$ cat src/rtl/ctr_pkg.sv
// rtl/ctr_pkg.sv - shared encodings for the up/down modulus counter family
//   Exports: end-mode encodings (MODE_*) and the run/done FSM state type.
package ctr_pkg;

  localparam logic [1:0] MODE_WRAP    = 2'd0;
  localparam logic [1:0] MODE_SAT     = 2'd1;
  localparam logic [1:0] MODE_ONESHOT = 2'd2;
  // 2'd3 is reserved and is treated exactly like MODE_WRAP.

  typedef enum logic {
    ST_RUN  = 1'b0,
    ST_DONE = 1'b1
  } ctr_state_e;

endpackage

$ cat src/rtl/updown_mod_counter_if.sv
// rtl/updown_mod_counter_if.sv - control/status bundle of the up/down modulus counter
//   Controls (master -> slave): en, up, mode[1:0], clr, load, load_val[WIDTH-1:0]
//   Status   (slave -> master): count[WIDTH-1:0], tc, done
interface updown_mod_counter_if #(
  parameter int WIDTH = 12
);

  logic             en;
  logic             up;
  logic [1:0]       mode;
  logic             clr;
  logic             load;
  logic [WIDTH-1:0] load_val;
  logic [WIDTH-1:0] count;
  logic             tc;
  logic             done;

  modport master (
    output en, up, mode, clr, load, load_val,
    input  count, tc, done
  );

  modport slave (
    input  en, up, mode, clr, load, load_val,
    output count, tc, done
  );

endinterface

$ cat src/rtl/tick_prescaler.sv
// rtl/tick_prescaler.sv - enable-gated divide-by-PRESCALE tick generator
//   clk      in   rising-edge clock
//   rst      in   asynchronous reset, active-high
//   en       in   phase advances only while high
//   sync_clr in   synchronous return to phase 0 (wins over en)
//   tick     out  high during the enabled cycle that completes a PRESCALE period
module tick_prescaler #(
  parameter int PRESCALE = 1,
  parameter int PS_W     = 16
) (
  input  logic clk,
  input  logic rst,
  input  logic en,
  input  logic sync_clr,
  output logic tick
);

  localparam logic [PS_W-1:0] PS_LAST = PS_W'(PRESCALE - 1);
  localparam logic [PS_W-1:0] PS_ONE  = PS_W'(1);

  logic [PS_W-1:0] phase_q;
  logic            at_last;

  assign at_last = (phase_q == PS_LAST);
  // A clearing cycle never ticks, so the owner can treat clr as highest priority.
  assign tick    = en & ~sync_clr & at_last;

  always_ff @(posedge clk or posedge rst) begin
    if (rst) begin
      phase_q <= '0;
    end else if (sync_clr) begin
      phase_q <= '0;
    end else if (en) begin
      phase_q <= at_last ? '0 : phase_q + PS_ONE;
    end
  end

endmodule

$ cat src/rtl/updown_mod_counter.sv
// rtl/updown_mod_counter.sv - prescaled up/down counter over 0..MAX with wrap/saturate/one-shot ends
//   clk    in   rising-edge clock
//   rst    in   asynchronous reset, active-high
//   bus    slave modport of updown_mod_counter_if:
//            en, up, mode, clr, load, load_val in; count, tc, done out (all registered)
module updown_mod_counter
  import ctr_pkg::*;
#(
  parameter int WIDTH    = 12,
  parameter int MAX      = 4095,
  parameter int PRESCALE = 1,
  parameter int PS_W     = 16
) (
  input  logic                 clk,
  input  logic                 rst,
  updown_mod_counter_if.slave  bus
);

  localparam logic [WIDTH-1:0] MAX_V = WIDTH'(MAX);
  localparam logic [WIDTH-1:0] ONE_V = WIDTH'(1);

  logic [WIDTH-1:0] count_q, count_d;
  logic             tc_q, tc_d;
  logic             done_q, done_d;
  ctr_state_e       state_q, state_d;

  logic             sync_clr;
  logic             tick;
  logic             step;
  logic             at_term;

  assign sync_clr = bus.clr | bus.load;

  tick_prescaler #(
    .PRESCALE (PRESCALE),
    .PS_W     (PS_W)
  ) u_prescaler (
    .clk      (clk),
    .rst      (rst),
    .en       (bus.en),
    .sync_clr (sync_clr),
    .tick     (tick)
  );

  // The prescaler keeps running in DONE; only the step itself is suppressed.
  assign step    = tick & (state_q == ST_RUN);
  assign at_term = bus.up ? (count_q == MAX_V) : (count_q == '0);

  always_comb begin
    count_d = count_q;
    state_d = state_q;
    tc_d    = 1'b0;

    if (bus.clr) begin
      count_d = '0;
      state_d = ST_RUN;
    end else if (bus.load) begin
      count_d = (bus.load_val > MAX_V) ? MAX_V : bus.load_val;
      state_d = ST_RUN;
    end else if (state_q == ST_DONE) begin
      // Leaving one-shot mode releases the counter; the release cycle itself never steps.
      if (bus.mode != MODE_ONESHOT) begin
        state_d = ST_RUN;
      end
    end else if (step) begin
      if (!at_term) begin
        count_d = bus.up ? count_q + ONE_V : count_q - ONE_V;
      end else begin
        tc_d = 1'b1;
        case (bus.mode)
          MODE_SAT:     count_d = count_q;
          MODE_ONESHOT: state_d = ST_DONE;
          // Explicit wrap so a non-power-of-two MAX never relies on overflow.
          default:      count_d = bus.up ? '0 : MAX_V;
        endcase
      end
    end

    done_d = (state_d == ST_DONE);
  end

  always_ff @(posedge clk or posedge rst) begin
    if (rst) begin
      count_q <= '0;
      tc_q    <= 1'b0;
      done_q  <= 1'b0;
      state_q <= ST_RUN;
    end else begin
      count_q <= count_d;
      tc_q    <= tc_d;
      done_q  <= done_d;
      state_q <= state_d;
    end
  end

  assign bus.count = count_q;
  assign bus.tc    = tc_q;
  assign bus.done  = done_q;

endmodule

$ cat src/flat_wrapper.sv
// flat-port wrapper written by rule: the top's interface ports become plain ports
module updown_mod_counter_flat import ctr_pkg::*;
#(
  parameter int WIDTH    = 12,
  parameter int MAX      = 4095,
  parameter int PRESCALE = 1,
  parameter int PS_W     = 16
)
  (clk, rst, bus_en, bus_up, bus_mode, bus_clr, bus_load, bus_load_val, bus_count, bus_tc, bus_done);
  updown_mod_counter_if #(.WIDTH(WIDTH)) bus_i ();
  input  logic clk;
  input  logic rst;
  input wire logic [$bits(bus_i.en)-1:0] bus_en;
  input wire logic [$bits(bus_i.up)-1:0] bus_up;
  input wire logic [$bits(bus_i.mode)-1:0] bus_mode;
  input wire logic [$bits(bus_i.clr)-1:0] bus_clr;
  input wire logic [$bits(bus_i.load)-1:0] bus_load;
  input wire logic [$bits(bus_i.load_val)-1:0] bus_load_val;
  output wire logic [$bits(bus_i.count)-1:0] bus_count;
  output wire logic [$bits(bus_i.tc)-1:0] bus_tc;
  output wire logic [$bits(bus_i.done)-1:0] bus_done;
  assign bus_i.en = bus_en;
  assign bus_i.up = bus_up;
  assign bus_i.mode = bus_mode;
  assign bus_i.clr = bus_clr;
  assign bus_i.load = bus_load;
  assign bus_i.load_val = bus_load_val;
  assign bus_count = bus_i.count;
  assign bus_tc = bus_i.tc;
  assign bus_done = bus_i.done;
  updown_mod_counter #(.WIDTH(WIDTH), .MAX(MAX), .PRESCALE(PRESCALE), .PS_W(PS_W)) u_core (.clk(clk), .rst(rst), .bus(bus_i));
endmodule
$ cat config.mk
export PLATFORM = sky130hd
export DESIGN_NAME = updown_mod_counter_flat
export DESIGN_NICKNAME = d
export VERILOG_FILES = /design/src/rtl/ctr_pkg.sv /design/src/rtl/updown_mod_counter_if.sv /design/src/rtl/tick_prescaler.sv /design/src/rtl/updown_mod_counter.sv /design/src/flat_wrapper.sv
export SDC_FILE = /design/constraint.sdc
export NUM_CORES = 1
export LEC_CHECK = 0
export ABC_AREA = 0
export CAP_MARGIN = 20
export CORE_MARGIN = 2
export CORE_UTILIZATION = 30
export CTS_CLUSTER_SIZE = 25
export DETAILED_ROUTE_END_ITERATION = 7
export DONT_BUFFER_PORTS = 1
export SYNTH_ARGS = -nofsm -noshare
export SYNTH_HDL_FRONTEND = slang
export SYNTH_SLANG_ARGS = --single-unit
$ cat constraint.sdc
create_clock -name clk -period 3 [get_ports clk]
set_clock_uncertainty 0.05 [all_clocks]
set_input_delay 0.6 -clock clk [delete_from_list [all_inputs] [get_ports clk]]
set_output_delay 0.6 -clock clk [all_outputs]
set_load 0.05 [all_outputs]
; Yosys cells after proc, flatten, opt, wreduce, memory -nomap -nowiden
; Cells that the tools add are included.
[classes]
n_addsub = 3
mul = 0
n_div = 0
order_cmp = 1
eq_ne = 6
n_shift = 0
mux = 25
bitwise = 6
n_reduce_logical = 6
[ops]
columns = op, count
row1 = 2-to-1 mux 12 bit, 9
row2 = 2-to-1 mux 16 bit, 3
row3 = adder 16 x 1 -> 16 bit (second input constant), 1
row4 = zero test 16 bit, 1
row5 = 2-to-1 mux 1 bit, 13
row6 = adder 12 x 1 -> 12 bit (second input constant), 1
row7 = equality test 12 bit (second input constant), 1
row8 = > comparator 12 bit (second input constant), 1
row9 = zero test 12 bit, 1
row10 = subtractor 12 x 1 -> 12 bit (second input constant), 1
row11 = inequality test 4 bit (second input constant), 1
row12 = AND 1 bit, 3
row13 = inequality test 3 bit (second input constant), 1
row14 = AND reduction 3 bit, 1
row15 = nonzero test 3 bit, 1
row16 = equality test 2 x 1 -> 1 bit (second input constant), 1
row17 = equality test 2 bit (second input constant), 1
row18 = inequality test 2 bit (second input constant), 1
row19 = inverter 1 bit, 2
row20 = nonzero test 2 bit, 1
row21 = OR reduction 2 bit, 1
row22 = OR 1 bit, 1
[totals]
register_bits = 30
latchBits = 0
ramBits = 0
mem_bits_ro = 0
in_bits = 20
out_inout_bits = 14
wordCells = 51
n_memories = 0

; Longest topological paths before layout
[depth]
word_depth = 9
ltp_mapped = 9
depth_no_buf = 8

; Cells and area by module
; Synthesis repeated with hierarchy kept, for this count alone.
[unflattened]
hier_cells = 271
area_unflattened_um2 = 2280.9
[modules_own_cells]
columns = module, n_inst, cells_per_inst, area_per_inst_um2, seq_area_each_um2
row1 = updown_mod_counter, 1, 162, 1351.3, 350.3
row2 = tick_prescaler, 1, 109, 929.6, 400.4

; Worst setup path after synthesis
; Ideal clock, no wire load.
[synth_timing]
path_kind = input-to-reg
from = in bus_up
to = reg u_core.count_q[11] (netlist: u_core.bus.count[11])
setup_ns = 0.126
t_arrival_ns = 2.299
setup_slack_ns = 0.525
path_stages = 8
n_path_buf = 0
cell_sequence = inv_1 > ha_1 > a211o_1 > a211oi_2 > nor4bb_1 > a211oi_1 > xnor2_1 > a311o_1
[synth_between]
elab_chain_len = 7
elab_cells_between_ends = 11
cone_classes = eq/ne: 1 / mux: 9 / reduce/logical: 1
[synth_lines]
columns = item, line
row1 = from (decl), flat_wrapper.sv:14  ; input wire logic [$bits(bus_i.up)-1:0] bus_up;
row2 = 2-to-1 mux 12 bit, updown_mod_counter.sv:74  ; default: count_d = bus.up ? '0 : MAX_V;
row3 = 2-to-1 mux 12 bit, updown_mod_counter.sv:70  ; case (bus.mode)
row4 = 2-to-1 mux 12 bit, updown_mod_counter.sv:66  ; if (!at_term) begin
row5 = 2-to-1 mux 12 bit, updown_mod_counter.sv:65  ; end else if (step) begin
row6 = 2-to-1 mux 12 bit, updown_mod_counter.sv:60  ; end else if (state_q == ST_DONE) begin
row7 = 2-to-1 mux 12 bit, updown_mod_counter.sv:57  ; end else if (bus.load) begin
row8 = 2-to-1 mux 12 bit, updown_mod_counter.sv:54  ; if (bus.clr) begin
row9 = to (signal assigned), updown_mod_counter.sv:89  ; count_q <= count_d;
row10 = to (decl), updown_mod_counter.sv:22  ; logic [WIDTH-1:0] count_q, count_d;
; Parallel ways exist; a longest one is shown, timed or not. The select of a mux whose other input is x is not followed.
; A chain may end at the register's enable or synchronous reset.

; Worst setup path after layout
[layout_timing]
from = reg u_core.count_q[4] (netlist: u_core.bus.count[4])
to = reg u_core.count_q[7] (netlist: u_core.bus.count[7])
[layout_between]
elab_chain_len = 7
elab_cells_between_ends = 13
cone_classes = add/sub: 2 / eq/ne: 2 / mux: 7 / reduce/logical: 2
[layout_lines]
columns = item, line
row1 = subtractor 12 x 1 -> 12 bit (tied with other cells), updown_mod_counter.sv:67  ; count_d = bus.up ? count_q + ONE_V : count_q - ONE_V;
row2 = 2-to-1 mux 12 bit or 2-to-1 mux 1 bit (tied branches), "updown_mod_counter.sv:67, updown_mod_counter.sv:47"
row3 = 2-to-1 mux 12 bit, updown_mod_counter.sv:66
row4 = 2-to-1 mux 12 bit, updown_mod_counter.sv:65
row5 = 2-to-1 mux 12 bit, updown_mod_counter.sv:60
row6 = 2-to-1 mux 12 bit, updown_mod_counter.sv:57
row7 = 2-to-1 mux 12 bit, updown_mod_counter.sv:54
; Parallel ways exist; a longest one is shown, timed or not. The select of a mux whose other input is x is not followed.

==> summary.txt <==
Global route
  – Antenna violations before repair: 0
  – First-pass GRT wire length: roughly 9.9 mm
  – GRT Residual Overflow: 0
  – Largest net degree at the start of global routing: 31
  – Vias in the first global route: between 2000 and 2500
  – GRT Util Overall: about 15%

Synthesis
  – Xor/xnor cell area share of the yosys netlist: 3.88%
  – EDFF count, synth: 0
  – Mapped cell area: roughly 0.0023 mm2
  – Sequential-to-total area share from yosys stat: about a third
  – Synth Area in Simple Gates: 24.9%
  – Netlist cell types: 53
  – Post-synthesis mux area share: less than 1%
  – Largest area contributor in the netlist: dfrtp_1
  – Top_reg_cell synth: dfrtp_1
  – Top cells by area, synth: dfrtp_1 33%, ha_1 7.2%, o21ai_0 7.1%
  – Synthesized flop and latch total: 30
  – Ys Warns: 0
  – Area share of the largest cell type after synthesis: approximately a third
  – Complex-gate fraction of the synthesized area: roughly a quarter
  – Synth async-reset ratio: 100%
  – Syn Inst Count: ~260
  – Largest family of logic cells by synthesized area: compound AO/OA/AOI/OAI gates
  – Synth Area in Adders: 8.09%
  – Mapped Avg Cell Area: between 8 and 9 um2
  – Syn Nets: between 200 and 300

Power
  – Lkg Pwr: about 1.1 nW
  – Sw Pwr: a little over 0.4 mW
  – Final Total Pwr: between 1 and 1.5 mW
  – Pint: between 0.7 and 0.8 mW
  – Seq pwr share: roughly two fifths
  – Clock power frac: 34.3%
  – PwrDens: approximately 470 mW/mm2
  – Combinational power share: approximately 26%
  – Peak VDD IR: about 0.17 mV
  – Switch share: 34.1%

Timing
  – Hold Slack: 244 ps
  – Worst slew pin tran: about 640 ps
  – Pins Over Slew Limit: 0
  – Hold Vio Cnt, Final: 0
  – Slew headroom: 57.6%
  – Maximum clock rate: a little over 400 MHz
  – RSZ-0062 raised after global routing: false
  – Final setup margin: 588 ps
  – Setup TNS: 0 ps
  – Final setup viols: 0
  – Minimum clock period after layout: between 2000 and 2500 ps
  – Final worst path period share: between 80% and 90%

Layout
  – Layout cells sized above 1: about 11%
  – Fin area: between 0.002 and 0.003 mm2
  – N_diodes: 0
  – P&R area growth vs syn: 12.4%
  – Fin cells: approximately 370
  – Fillcell total: ~770
  – Post-Route Utilization: a little over a third
  – Layout net count: approximately 310

Drt
  – ANT nets after route: 0
  – DR pass1 iterations: 4
  – WL per Instance: approximately 16 um
  – Metal-1 WL: 2.71 mm
  – Drt total wl: a little under 6 mm
  – Via count: between 2000 and 2500
  – # DRC: 0
  – DR top layer: met4
  – Routed wl met3: between 200 and 250 um
  – Via density: 5.39
  – Number of DRC markers in iteration 0: 59
  – Met2 WL: 2.81 mm

Critical path
  – R2R setup slack: around 590 ps
  – Worst endpoint data arrival time: approximately 2500 ps
  – Worst Path Required: 3120 ps
  – Endpoint class of the critical path: register
  – Critical path type: reg -> reg
  – Startpoint types: register
  – Cell count of the worst reg-to-reg path: 6
  – Worst Path Max Fanout: 9

Floorplanning
  – Core area: 0.00725 mm2
  – IO Pins: 34
  – Die W: 90.8 um
  – Die height: ~90 um
  – Die Footprint: between 0.008 and 0.009 mm2
  – Row count: 31
  – Starting Density: between 30% and 40%

Placed design
  – Routability Congestion: between 0.9 and 1
  – Post-place setup slack: between 300 and 400 ps
  – Placed Cells: between 300 and 400
  – Post-DP HPWL: around 4.3 mm
  – IO Port Bufs: 0
  – Area after DPL: around 0.0024 mm2

Clock tree
  – Clk slew on worst S/H paths: approximately 70 ps
  – Clock Tree Root: clkbuf_8
  – Num CTS Buffers: 5
  – Count of cells resized by post-cts repair: 0
  – CTS Sinks: 30
  – Clk_lat worst skew: between 200 and 300 ps
  – CTS max path bufs: 2
  – TritonCTS clock tree: done
  – Post-CTS setup buffer count: 0
  – H-tree depth: 2
  – Hold buffer count at cts: 0

Run
  – Max_cap viols: 0

Hold path
  – Worst Hold Class: in -> async

Outcome
  – Outcome: finished clean
-- final cells by class --
cell class,count,area (um2),area share (%)
inverter,9,33.8,1.33
tap,99,124,4.88
sequential,30,751,29.6
clock inverter,3,40.0,1.58
multi-input combinational,214,1430,56.4
timing repair buffer,12,90.1,3.55
clock buffer,5,68.8,2.71
-- power groups by stage --
| stage | Clock [mW] | Combinational, mW | Sequential, mW |
|---|---|---|---|
| after floorplan | 0 | 0.205 | 0.518 |
| final | 0.410 | 0.308 | 0.477 |
| after global placement | 0 | 0.305 | 0.484 |
| after global routing | 0.450 | 0.340 | 0.479 |
| after detailed placement | 0 | 0.308 | 0.485 |
| after CTS | 0.424 | 0.309 | 0.477 |
-- logic make-up (layout without fill, tap and decap cells) --
group / count (synthesis) / after routing
simple gates: 103 / 103
buf+inv: 18 / 29
xor+xnor: 10 / 10
mux: 2 / 2
fa+ha+maj: 14 / 14
compound gates: 85 / 85
flops: 30 / 30
-- flip-flops by register name (all words and copies together), names as in the netlist --
name                        flops
u_core.bus.count               12
u_core.bus.tc                   1
u_core.bus.done                 1
u_core.u_prescaler.phase_q     16
-- worst max-delay path, cell delays in order (launching register included) --
cell	delay [ps]
dfrtp_1	610
nor4_1	370
nand2_1	150
or2_2	400
o21ai_1	380
a21oi_1	70
a221o_1	270
-- per-layer routing --
| layer | global-route usage, % | vias up |
|---|---|---|
| met4 | 6.03 | 0 |
| met5 | 0 | - |
| met2 | 24.9 | 38 |
| met1 | 18.2 | 955 |
| li1 | - | 1003 |
| met3 | 3.59 | 8 |
-- cells in the final DEF, fill, tap and decap left out, drive strengths merged, types with 4 or more instances in the layout --
cell type / n
nand2: 22
nand3: 12
o31ai: 6
buf: 12
nor2b: 4
nor4: 8
xnor2: 6
nand4: 5
nor3: 11
inv: 8
a21oi: 11
o21ai: 35
xor2: 4
and3: 6
nor2: 19
a22oi: 4
and2: 4
ha: 13
clkbuf: 5
a211oi: 7
dfrtp: 30
-- cells in the mapped netlist (3+ instances only) --
master     n
clkbuf_1   6
nor3_1    10
xnor2_1    6
xor2_1     4
a211oi_1   5
a21o_1     3
nand3_1   12
nor2b_1    4
nand4_1    4
nand2b_1   3
inv_1      8
and3_1     6
a21oi_1   11
o21ai_0   32
or3_1      3
nand2_1   22
o21ai_1    3
a22oi_1    4
and2_1     3
nor4_1     6
dfrtp_1   30
nor2_1    18
o31ai_1    6
ha_1      13
-- path summary, 6_finish.rpt --
kind | from | end
worst min register to register | u_core.u_prescaler.phase_q[15] | u_core.u_prescaler.phase_q[15]
min in group clk | bus_clr | u_core.bus.count[3]
worst max-delay path | u_core.bus.count[4] | u_core.bus.count[7]
worst min-delay path | rst | u_core.bus.count[9]
max in group asynchronous | rst | u_core.bus.tc
worst max register to register | u_core.bus.count[4] | u_core.bus.count[7]
No activity file was read; power rests on OpenSTA's default activity.
